<file path="src/rtl/sram_arbiter.sv">
// sram_arbiter: shares one single-port SRAM between fetch (instruction reads)
// and execute (data loads/stores). Data wins contention unless fetch has been
// denied STARVE_MAX consecutive cycles. Read data returns one cycle after grant
// and is routed to the requester that owned the read.
module sram_arbiter #(
    parameter int unsigned STARVE_MAX = 4
) (
    input  logic        clk,
    input  logic        reset,
    // execute-stage data port
    input  logic        d_req,
    input  logic [3:0]  d_we,
    input  logic [31:0] d_addr,
    input  logic [31:0] d_wdata,
    output logic        d_gnt,
    output logic        d_rvalid,
    output logic [31:0] d_rdata,
    // fetch-stage instruction port
    input  logic        i_req,
    input  logic [31:0] i_addr,
    output logic        i_gnt,
    output logic        i_rvalid,
    output logic [31:0] i_rdata,
    // SRAM macro port
    output logic        ram_en,
    output logic [3:0]  ram_we,
    output logic [31:0] ram_addr,
    output logic [31:0] ram_wdata,
    input  logic [31:0] ram_rdata,
    // statistics
    output logic [15:0] conflict_cnt
);

    localparam int unsigned STARVE_W   = 4;
    localparam int unsigned CONFLICT_W = 16;
    localparam logic [STARVE_W-1:0] STARVE_LIM = STARVE_W'(STARVE_MAX);

    logic [STARVE_W-1:0]   starve_cnt_q, starve_cnt_d;
    logic [CONFLICT_W-1:0] conflict_cnt_q, conflict_cnt_d;
    logic                  rd_d_q, rd_d_d;
    logic                  rd_i_q, rd_i_d;
    logic                  fetch_due;

    // Grant decision: data priority, fetch forced once its starvation limit is hit
    always_comb begin
        d_gnt     = 1'b0;
        i_gnt     = 1'b0;
        fetch_due = (starve_cnt_q >= STARVE_LIM);
        if (!reset) begin
            if (d_req && i_req) begin
                if (fetch_due) begin
                    i_gnt = 1'b1;
                end else begin
                    d_gnt = 1'b1;
                end
            end else if (d_req) begin
                d_gnt = 1'b1;
            end else if (i_req) begin
                i_gnt = 1'b1;
            end
        end
    end

    // SRAM request mux; data-side payload is parked on the bus when idle
    always_comb begin
        ram_en    = d_gnt | i_gnt;
        ram_we    = d_gnt ? d_we : 4'h0;
        ram_addr  = i_gnt ? i_addr : d_addr;
        ram_wdata = d_wdata;
    end

    // Next-state for read ownership, starvation and conflict counters
    always_comb begin
        rd_d_d         = d_gnt && (d_we == 4'h0);
        rd_i_d         = i_gnt;
        starve_cnt_d   = '0;
        conflict_cnt_d = conflict_cnt_q;
        if (i_req && !i_gnt) begin
            if (starve_cnt_q >= STARVE_LIM) begin
                starve_cnt_d = STARVE_LIM;
            end else begin
                starve_cnt_d = starve_cnt_q + STARVE_W'(1);
            end
        end
        if (d_req && i_req && (conflict_cnt_q != '1)) begin
            conflict_cnt_d = conflict_cnt_q + CONFLICT_W'(1);
        end
    end

    // State registers with synchronous reset
    always_ff @(posedge clk) begin
        if (reset) begin
            rd_d_q         <= 1'b0;
            rd_i_q         <= 1'b0;
            starve_cnt_q   <= '0;
            conflict_cnt_q <= '0;
        end else begin
            rd_d_q         <= rd_d_d;
            rd_i_q         <= rd_i_d;
            starve_cnt_q   <= starve_cnt_d;
            conflict_cnt_q <= conflict_cnt_d;
        end
    end

    // Response routing: read data goes only to the owner of last cycle's read
    always_comb begin
        d_rvalid     = rd_d_q;
        i_rvalid     = rd_i_q;
        d_rdata      = rd_d_q ? ram_rdata : 32'h0;
        i_rdata      = rd_i_q ? ram_rdata : 32'h0;
        conflict_cnt = conflict_cnt_q;
    end

endmodule

</file>
<file path="config.mk">
export PLATFORM = sky130hd
export DESIGN_NAME = sram_arbiter
export DESIGN_NICKNAME = d
export VERILOG_FILES = /design/src/rtl/sram_arbiter.sv
export SDC_FILE = /design/constraint.sdc
export NUM_CORES = 1
export LEC_CHECK = 0
export ABC_CLOCK_PERIOD_IN_PS = 2100
export BUFFER_PORTS_ARGS = -buffer_cell sky130_fd_sc_hd__buf_4
export CAP_MARGIN = 15
export CELL_PAD_IN_SITES_DETAIL_PLACEMENT = 1
export CELL_PAD_IN_SITES_GLOBAL_PLACEMENT = 2
export CORE_MARGIN = 4
export CORE_UTILIZATION = 13
export DETAILED_ROUTE_END_ITERATION = 12
export PLACE_DENSITY_LB_ADDON = 0.05
export SETUP_SLACK_MARGIN = 0.1
export SLEW_MARGIN = 40
export SYNTH_ARGS = -nofsm -noshare
export SYNTH_HDL_FRONTEND = slang
export SYNTH_SLANG_ARGS = --single-unit
</file>
<file path="constraint.sdc">
create_clock -name clk -period 2.1 [get_ports clk]
set_clock_uncertainty 0.1 [all_clocks]
set_input_delay 0.315 -clock clk [delete_from_list [all_inputs] [get_ports clk]]
set_output_delay 0.315 -clock clk [all_outputs]
set_load 0.005 [all_outputs]
</file>
# [After elaboration in Yosys (flattened, before gate mapping)]
# Index checks and enable logic that the tools add are counted.
[word_totals] reg_bits=22 inputBits=136 output_inout_bits=153 elab_cells=33
[op_classes] addsub=2 n_lt_le_gt_ge=1 n_eq_ne=1 muxes=14 bitwise_logic=2 reduce_logical=8
[ops] cell="$mux W32" n=3
[ops] cell="$add A16 B1 Y16 const B" n=1
[ops] cell="$ne A16 B16 Y1 const B" n=1
[ops] cell="$mux W1" n=9
[ops] cell="$add A4 B1 Y4 const B" n=1
[ops] cell="$ge A4 B3 Y1 const B" n=1
[ops] cell="$logic_and A1 B1 Y1" n=4
[ops] cell="$logic_not A4 Y1" n=1
[ops] cell="$mux W4" n=1
[ops] cell="$mux W3" n=1
[ops] cell="$reduce_or A3 Y1" n=1
[ops] cell="$reduce_or A2 Y1" n=1
[ops] cell="$logic_not A1 Y1" n=1
[ops] cell="$not A1 Y1" n=1
[ops] cell="$or A1 B1 Y1" n=1

# [Depth between registers and ports, before layout]
# Gate-level depths: netlist (run 1).
[depth] ltp_word=8 ltp_mapped=6

# [Least setup slack after synthesis (run 1)]
# Ideal clock, no wire load.
[synth_path] kind="register to register" startpoint="reg conflict_cnt_q[0] (netlist: conflict_cnt[0])" endpoint="reg conflict_cnt_q[11] (netlist: conflict_cnt[11])" setup_time_ns=0.121 t_arrival_ns=1.580 setup_slack_ns=0.299 path_stages_with_launch=6 n_path_buf=0 cell_sequence="dfxtp_1 ha_1 nand3_1 nor4_1 nor3_1 mux2_2"
[synth_via] elab_chain_cells=2 elab_cells_between_ends=3 classes_between="add/sub (1); eq/ne (1); reduce/logical (1)"
[synth_rtl] element="start: declaration" line="39" source="logic [CONFLICT_W-1:0] conflict_cnt_q, conflict_cnt_d;"
[synth_rtl] element="start signal: assignment" line="101" source="conflict_cnt_q <= conflict_cnt_d;"
[synth_rtl] element="branches (longest 2 deep; another with $add A16 B1 Y16)"
# Parallel ways; which one is timed is not known.
# A chain may end at the register's enable or synchronous reset.

# [Worst setup path in the final report (run 1)]
[layout_path] startpoint="reg starve_cnt_q[2]" endpoint="out ram_addr[6]"
[layout_via] elab_chain_cells=5
[layout_rtl] element="start: declaration" line="38" source="logic [STARVE_W-1:0] starve_cnt_q, starve_cnt_d;"
[layout_rtl] element="start signal: assignment" line="100" source="starve_cnt_q <= starve_cnt_d;"
[layout_rtl] element="$ge A4 B3 Y1" line="48" source="fetch_due = (starve_cnt_q >= STARVE_LIM);"
[layout_rtl] element="$mux W1" line="51" source="if (fetch_due) begin"
[layout_rtl] element="$mux W1" line="50" source="if (d_req && i_req) begin"
[layout_rtl] element="$mux W1" line="49" source="if (!reset) begin"
[layout_rtl] element="$mux W32" line="68" source="ram_addr = i_gnt ? i_addr : d_addr;"
[layout_rtl] element="end: declaration" line="27" source="output logic [31:0] ram_addr,"
# Every way passes these cells.

==> results.yml, run 1 <==
die:
  design.core.area_um2: 16000
  core.rowCount: 46
  die_x_um: 136
  die_height_um: 136
  design.portCount: 289
  floorplan.die_area_um2: 18500
  floorplan.initialDensity_pct: 13.3
sta:
  final-setup-viol-count: 0
  period_minus_slack_ns: 2.04
  fin_setup_tns_ns: 0
  clock.fmax_mhz: 490
  finalHoldViolCount: 0
  timing.final.crit_share_pct: 97.2
  final.setup.worst_slack_ns: 0.0584
  slew_viol_final: 0
  rsz_0062_raised_after_global_routing: "true"
global_route:
  grt_overflow: 0
  grt_first_pass_wirelength_mm: 16.7
  grt_pass1_vias: 2813
  grt_antenna_before_repair: 0
  grt_start_max_net_pins: 34
  gr-usage-all-layers_pct: 11.7
setup_path:
  crit_end_category: "primary output"
  setup.worst_path.class: "reg2out"
  critPathArrivalTime_ns: 1.63
  startpoint_type: "flip-flop"
  cp.required_ns: 1.68
  critical_path.startpoint: "starve_cnt_q[2]$_SDFF_PP0_"
  critical_path_peak_fanout: 8
  worstReg2RegStart: "conflict_cnt[9]$_SDFFE_PP0P_"
pwr:
  powerDensity_nw_per_um2: 323
  power.static_leakage_uw: 0.00219
  p_seq_share_pct: 29.5
  netSwitchingPower_uw: 354
  power.ir.vdd_worst_mv: 0.228
  power_frac_clock_pct: 32.4
  int_power_uw: 1090
  combPwrFrac_pct: 38.1
  switching_share_pct: 24.6
route:
  drt-pass1-iter-count: 4
  routed-wl-met3_mm: 1.22
  routed_wirelength_mm: 12.1
  wl_met2_mm: 6.16
  highest-signal-layer: "met4"
  drt-vias-per-instance: 3.93
  m1WireLength_mm: 4.45
  detail-route-antenna-nets: 0
  detail_route.drc_violations: 0
  drtIter0Drc: 67
  vias: 2719
  detail_route.wl_per_cell_um: 17.5
finish:
  seq_area_um2: 443
  multi_input_gate_area_um2: 1550
  final_design_utilization_pct: 27.8
  area_delta_synth_final_pct: 109
  final-instance-count-excl-fill: 692
  final_layout_size_suffix_gt1_share_pct: 62.4
  number_of_fill_cells: 1925
  insertedDiodeCount: 0
  finalNetCount: 615
clocking:
  clock_root_buffer: "clkbuf_16"
  h-tree-depth: 1
  clock_path_buffers: 2
  clkLatencyLatePin_ns: 0.26
  cts_inserted_buffers: 3
  tritoncts: "built"
  cts.sinks: 22
  clk_pin_slew_ns: 0.07
placed_design:
  place_congestion: 0.713
  place.detailed.instances: 679
  dp_slack_ns: 0.0870
  detailedPlacementHpwl_mm: 9.74
  i_o_buffers: 224
synthesis:
  synth-seq-area-share_pct: 20.6
  synth.avg_cell_area_um2: 7.99
  yosysWarnings: 0
  yosys_most_used_dff: "dfxtp_1"
  yosys_register_bits: 22
  cell_area_after_synthesis_um2: 2130
  netlist-cell-type-count: 33
  syn_nets: 405
  synth_instances: 267
  ys_async_sr_fraction_pct: 0
  synth_edf_count: 0
worst_hold_path:
  hold_start: "d_req"
  hold_class: "in2reg"
status:
  run_status: "complete, no violations"
job:
  drv.max_cap_violation_count: 0
-- area by class of cell --
cell class | count | area share [%]
inverter | 1 | 0.0843
multi-input combinational | 199 | 34.8
tap | 216 | 6.07
sequential | 22 | 9.95
clock buffer | 4 | 2.00
timing repair buffer | 250 | 47.1
-- cell usage in the layout, fill, tap and decap left out, types with 2 or more instances in the layout --
master | netlist | layout
mux2_2 | 35 | 3
or4_1 | 4 | 4
buf_6 | 0 | 35
clkbuf_16 | 0 | 5
ha_1 | 2 | 2
dfxtp_1 | 22 | 20
buf_16 | 0 | 2
and4_1 | 2 | 2
nor4_1 | 5 | 4
nor2b_1 | 5 | 5
o21ai_0 | 6 | 6
mux2_4 | 0 | 32
and2_1 | 72 | 72
and3_1 | 2 | 2
buf_4 | 32 | 210
nand2_1 | 3 | 3
a21oi_1 | 13 | 12
nor2_1 | 13 | 12
a31oi_1 | 2 | 2
or3_1 | 4 | 4
nor3_1 | 5 | 5
nand3_1 | 7 | 7
nand4_1 | 5 | 5
o31ai_1 | 3 | 3
dfxtp_2 | 0 | 2
-- worst max-delay path: stages (launching register included) --
cell and delay, ns:
dfxtp_2 0.36, nor2_4 0.05, a21oi_4 0.22, buf_6 0.16, clkbuf_16 0.16, mux2_4 0.30, buf_6 0.12
-- state kept, by name, summed over array words and instances, names as in the netlist --
signal        count
conflict_cnt     16
d_rvalid          1
i_rvalid          1
starve_cnt_q      4
-- path summary, 6_finish.rpt --
kind,endpoint,slack [ns],cells after the start
setup / recovery,ram_addr[6],0.06,6
hold / removal,i_rvalid$_SDFF_PP0_,0.22,2
setup reg to reg,conflict_cnt[13]$_SDFFE_PP0P_,0.22,4
hold reg to reg,starve_cnt_q[0]$_SDFF_PP0_,0.33,1
-- repair_timing --
item                                    in CTS  in global routing
hold endpoints to repair                     0                  0
pin swaps                                    1                  2
endpoints found under the setup margin      35                 35
cloned                                       2                  2
setup buffers                                2                  3
resized for setup                            5                 70
hold buffers                                 0                  0
-- through the flow --
stage               cell area [um^2]  hold WS [ns]  power, uW
floorplan                       2130         0.298        610
global placement                3940         0.309        879
detailed placement              3940         0.318        882
CTS                             4120         0.217       1380
global route                    4450         0.243       1520
finish                          4450         0.221       1440
-- routing by layer --
layer / global-route usage, % / vias to the layer above
li1: - / 1314
met1: 13.7 / 1235
met2: 20.4 / 154
met3: 3.55 / 16
met4: 3.47 / 0
met5: 0 / -
-- power by group through the flow --
| stage | clock network [uW] | logic, uW | registers, uW |
|---|---|---|---|
| detailed placement | 0 | 448 | 434 |
| finish | 466 | 549 | 425 |
| global route | 504 | 594 | 425 |
| floorplan | 0 | 174 | 436 |
| CTS | 485 | 469 | 424 |
| global placement | 0 | 445 | 434 |
-- cell usage after synthesis, types with 2 or more instances --
master    count  area [um^2]
nand4_1       5         31.3
a31oi_1       2         12.5
and4_1        2         17.5
nor2_1       13         48.8
dfxtp_1      22          440
o21ai_0       6         30.0
mux2_2       35          394
o31ai_1       3         22.5
nand4_2       2         25.0
nor3_1        5         25.0
nand2_1       3         11.3
nor2b_1       5         31.3
or4_1         4         30.0
and3_1        2         12.5
nor4_1        5         31.3
nand3_1       7         35.0
and2_1       72          450
a21oi_1      13         65.1
buf_2         4         20.0
buf_4        32          240
clkbuf_1      9         33.8
or3_1         4         25.0
ha_1          2         25.0
-- kinds of logic (layout without fill, tap and decap cells) --
logic type | count (synthesis) | after routing | share of synthesized area (%)
buffers and inverters | 46 | 255 | 14.0
AND/OR/NAND/NOR | 133 | 133 | 37.9
AO/OA/AOI/OAI | 28 | 28 | 7.74
adder cells (fa/ha/maj) | 2 | 2 | 1.17
multiplexers | 35 | 35 | 18.5
flip-flops | 22 | 22 | 20.6
other | 1 | 1 | 0.176
Note: power is estimated with default switching activity, not from simulation.
==> inputs of run 2 (changes only) <==
==> constraint.sdc (replaced) <==
create_clock -name clk -period 2.1 [get_ports clk]
set_clock_uncertainty 0.1 [all_clocks]
set_input_delay 0.63 -clock clk [delete_from_list [all_inputs] [get_ports clk]]
set_output_delay 0.63 -clock clk [all_outputs]
set_load 0.005 [all_outputs]
==> results.yml, run 2 (synthesis gave the netlist of run 1 again) <==
die:
  design.core.area_um2: 16000
  die_height_um: 136
  core.rowCount: 46
  floorplan.initialDensity_pct: 13.3
  floorplan.die_area_um2: 18500
  design.portCount: 289
  die_x_um: 136
setup_path:
  rr_endpoint: "conflict_cnt[13]$_SDFFE_PP0P_"
  startpoint_type: "primary input"
  critPathArrivalTime_ns: 1.75
  setup.worst_path.class: "in2out"
  setup.reg_to_reg.worst_slack_ns: 0.30
  cp.required_ns: 1.37
  timing.reg2reg.worst_path_depth: 4
  critical_path.startpoint: "reset"
  worstReg2RegStart: "conflict_cnt[12]$_SDFFE_PP0P_"
  crit_end_category: "primary output"
  critical_path_peak_fanout: 8
route:
  detail-route-antenna-nets: 0
  detail_route.drc_violations: 0
  drt-vias-per-instance: 3.89
  routed_wirelength_mm: 13.1
  detail_route.wl_per_cell_um: 18.7
  vias: 2735
  drtIter0Drc: 61
  drt-pass1-iter-count: 4
global_route:
  grt_pass1_vias: 2823
  grt_start_max_net_pins: 34
  grt_overflow: 0
  grt_antenna_before_repair: 0
  gr-usage-all-layers_pct: 12.4
  grt_first_pass_wirelength_mm: 17.6
finish:
  final_design_utilization_pct: 29.0
  layout_common_cells: "207 x buf_4, 68 x and2_1, 43 x buf_6, 32 x mux2_4, 21 x dfxtp_1"
  finalNetCount: 626
  final_layout_size_suffix_gt1_share_pct: 64.5
  number_of_fill_cells: 1922
  layout_commonest_cell: "buf_4"
  max_ffs_per_register: 16
  layout.cell_area.non_filler_um2: 4640
  area_delta_synth_final_pct: 118
  insertedDiodeCount: 0
  seq_area_um2: 442
  multi_input_gate_area_um2: 1560
placed_design:
  i_o_buffers: 224
  detailedPlacementHpwl_mm: 10.9
  dp_slack_ns: -0.407
  postPlaceCellArea_um2: 4140
  place_congestion: 0.775
worst_hold_path:
  hold_class: "reg2reg"
  worstHoldPathCells: 1
  worstHoldEndpoint: "starve_cnt_q[0]$_SDFF_PP0_"
  hold_start: "starve_cnt_q[0]$_SDFF_PP0_"
clocking:
  cts_inserted_buffers: 3
  clock_path_buffers: 2
  tritoncts: "built"
  holdBufCountCts: 0
  clock_root_buffer: "clkbuf_16"
  h-tree-depth: 1
  cts.sinks: 22
  clkLatencyLatePin_ns: 0.26
  clk_pin_slew_ns: 0.06
pwr:
  design_power_total_uw: 1490
  power.static_leakage_uw: 0.00228
  powerDensity_nw_per_um2: 322
  power.ir.vdd_worst_mv: 0.239
sta:
  final-setup-viol-count: 38
  period_minus_slack_ns: 2.48
  final.setup.worst_slack_ns: -0.376
  fin_setup_tns_ns: -12.11
  rsz_0062_raised_after_global_routing: "true"
  clock.fmax_mhz: 404
  finalHoldViolCount: 0
  slew_viol_final: 0
  timing.final.crit_share_pct: 118
status:
  run_status: "finished with violations"
  violated_checks: "negative setup slack"
job:
  drv.max_cap_violation_count: 0
## run 2: cell types whose count changed in the layout (fill, tap and decap cells not counted), moves of 2 or more
cell / before / now
buf_4: 210 / 207
and2_1: 72 / 68
buf_6: 35 / 43
buf_8: 0 / 2
buf_16: 2 / 0
and2_4: 0 / 4
buf_12: 1 / 5
## run 2: final cells by class
type                    count  share of cell area [%]
clock buffers               4                    1.91
inverters                   1                  0.0808
multi-input cells         199                    33.7
flip-flops and latches     22                    9.51
well taps                 216                    5.82
repair buffers            261                    49.0
## run 2: per-stage QoR
stage / cells / hold WS, ns
global route: 703 / 0.362
detailed placement: 688 / 0.317
floorplan: 267 / 0.298
finish: 703 / 0.326
global placement: 688 / 0.309
CTS: 695 / 0.327
## run 2: where the power goes
group          total (uW)  leakage, uW  switching (uW)  internal, uW
Combinational         602      0.00206             195           407
Sequential            424     0.000179            2.31           422
Clock                 468    0.0000442             176           292
Total                1490      0.00228             373          1120
## run 2: repair_timing
action | in CTS | in global routing
buffers inserted | 2 | 5
endpoints found under the setup margin | 38 | 40
gates resized for setup | 54 | 14
pin swaps | 5 | 5
gates cloned | 1 | 3
## run 2: how the worst max path moves through the flow
stage                         endpoint  cells after the start
after detailed placement   ram_addr[0]                      6
after CTS                  ram_addr[1]                      6
final                     ram_addr[25]                      7
after floorplan           ram_addr[10]                      4
after global placement     ram_addr[0]                      6
after global routing      ram_addr[16]                      7
## run 2: critical path, stage by stage
cell,delay [ns]
buf_8,0.10
nand2b_4,0.14
a21oi_4,0.13
buf_12,0.15
clkbuf_16,0.17
mux2_4,0.30
buf_6,0.12
## run 2: metal layers
metal | routed length [um] | GRT usage [%] | up-vias
met5 | 0 | 0 | -
met4 | 149 | 3.08 | 0
met3 | 1050 | 3.03 | 9
met2 | 6920 | 22.9 | 121
met1 | 5010 | 14.2 | 1268
li1 | - | - | 1337
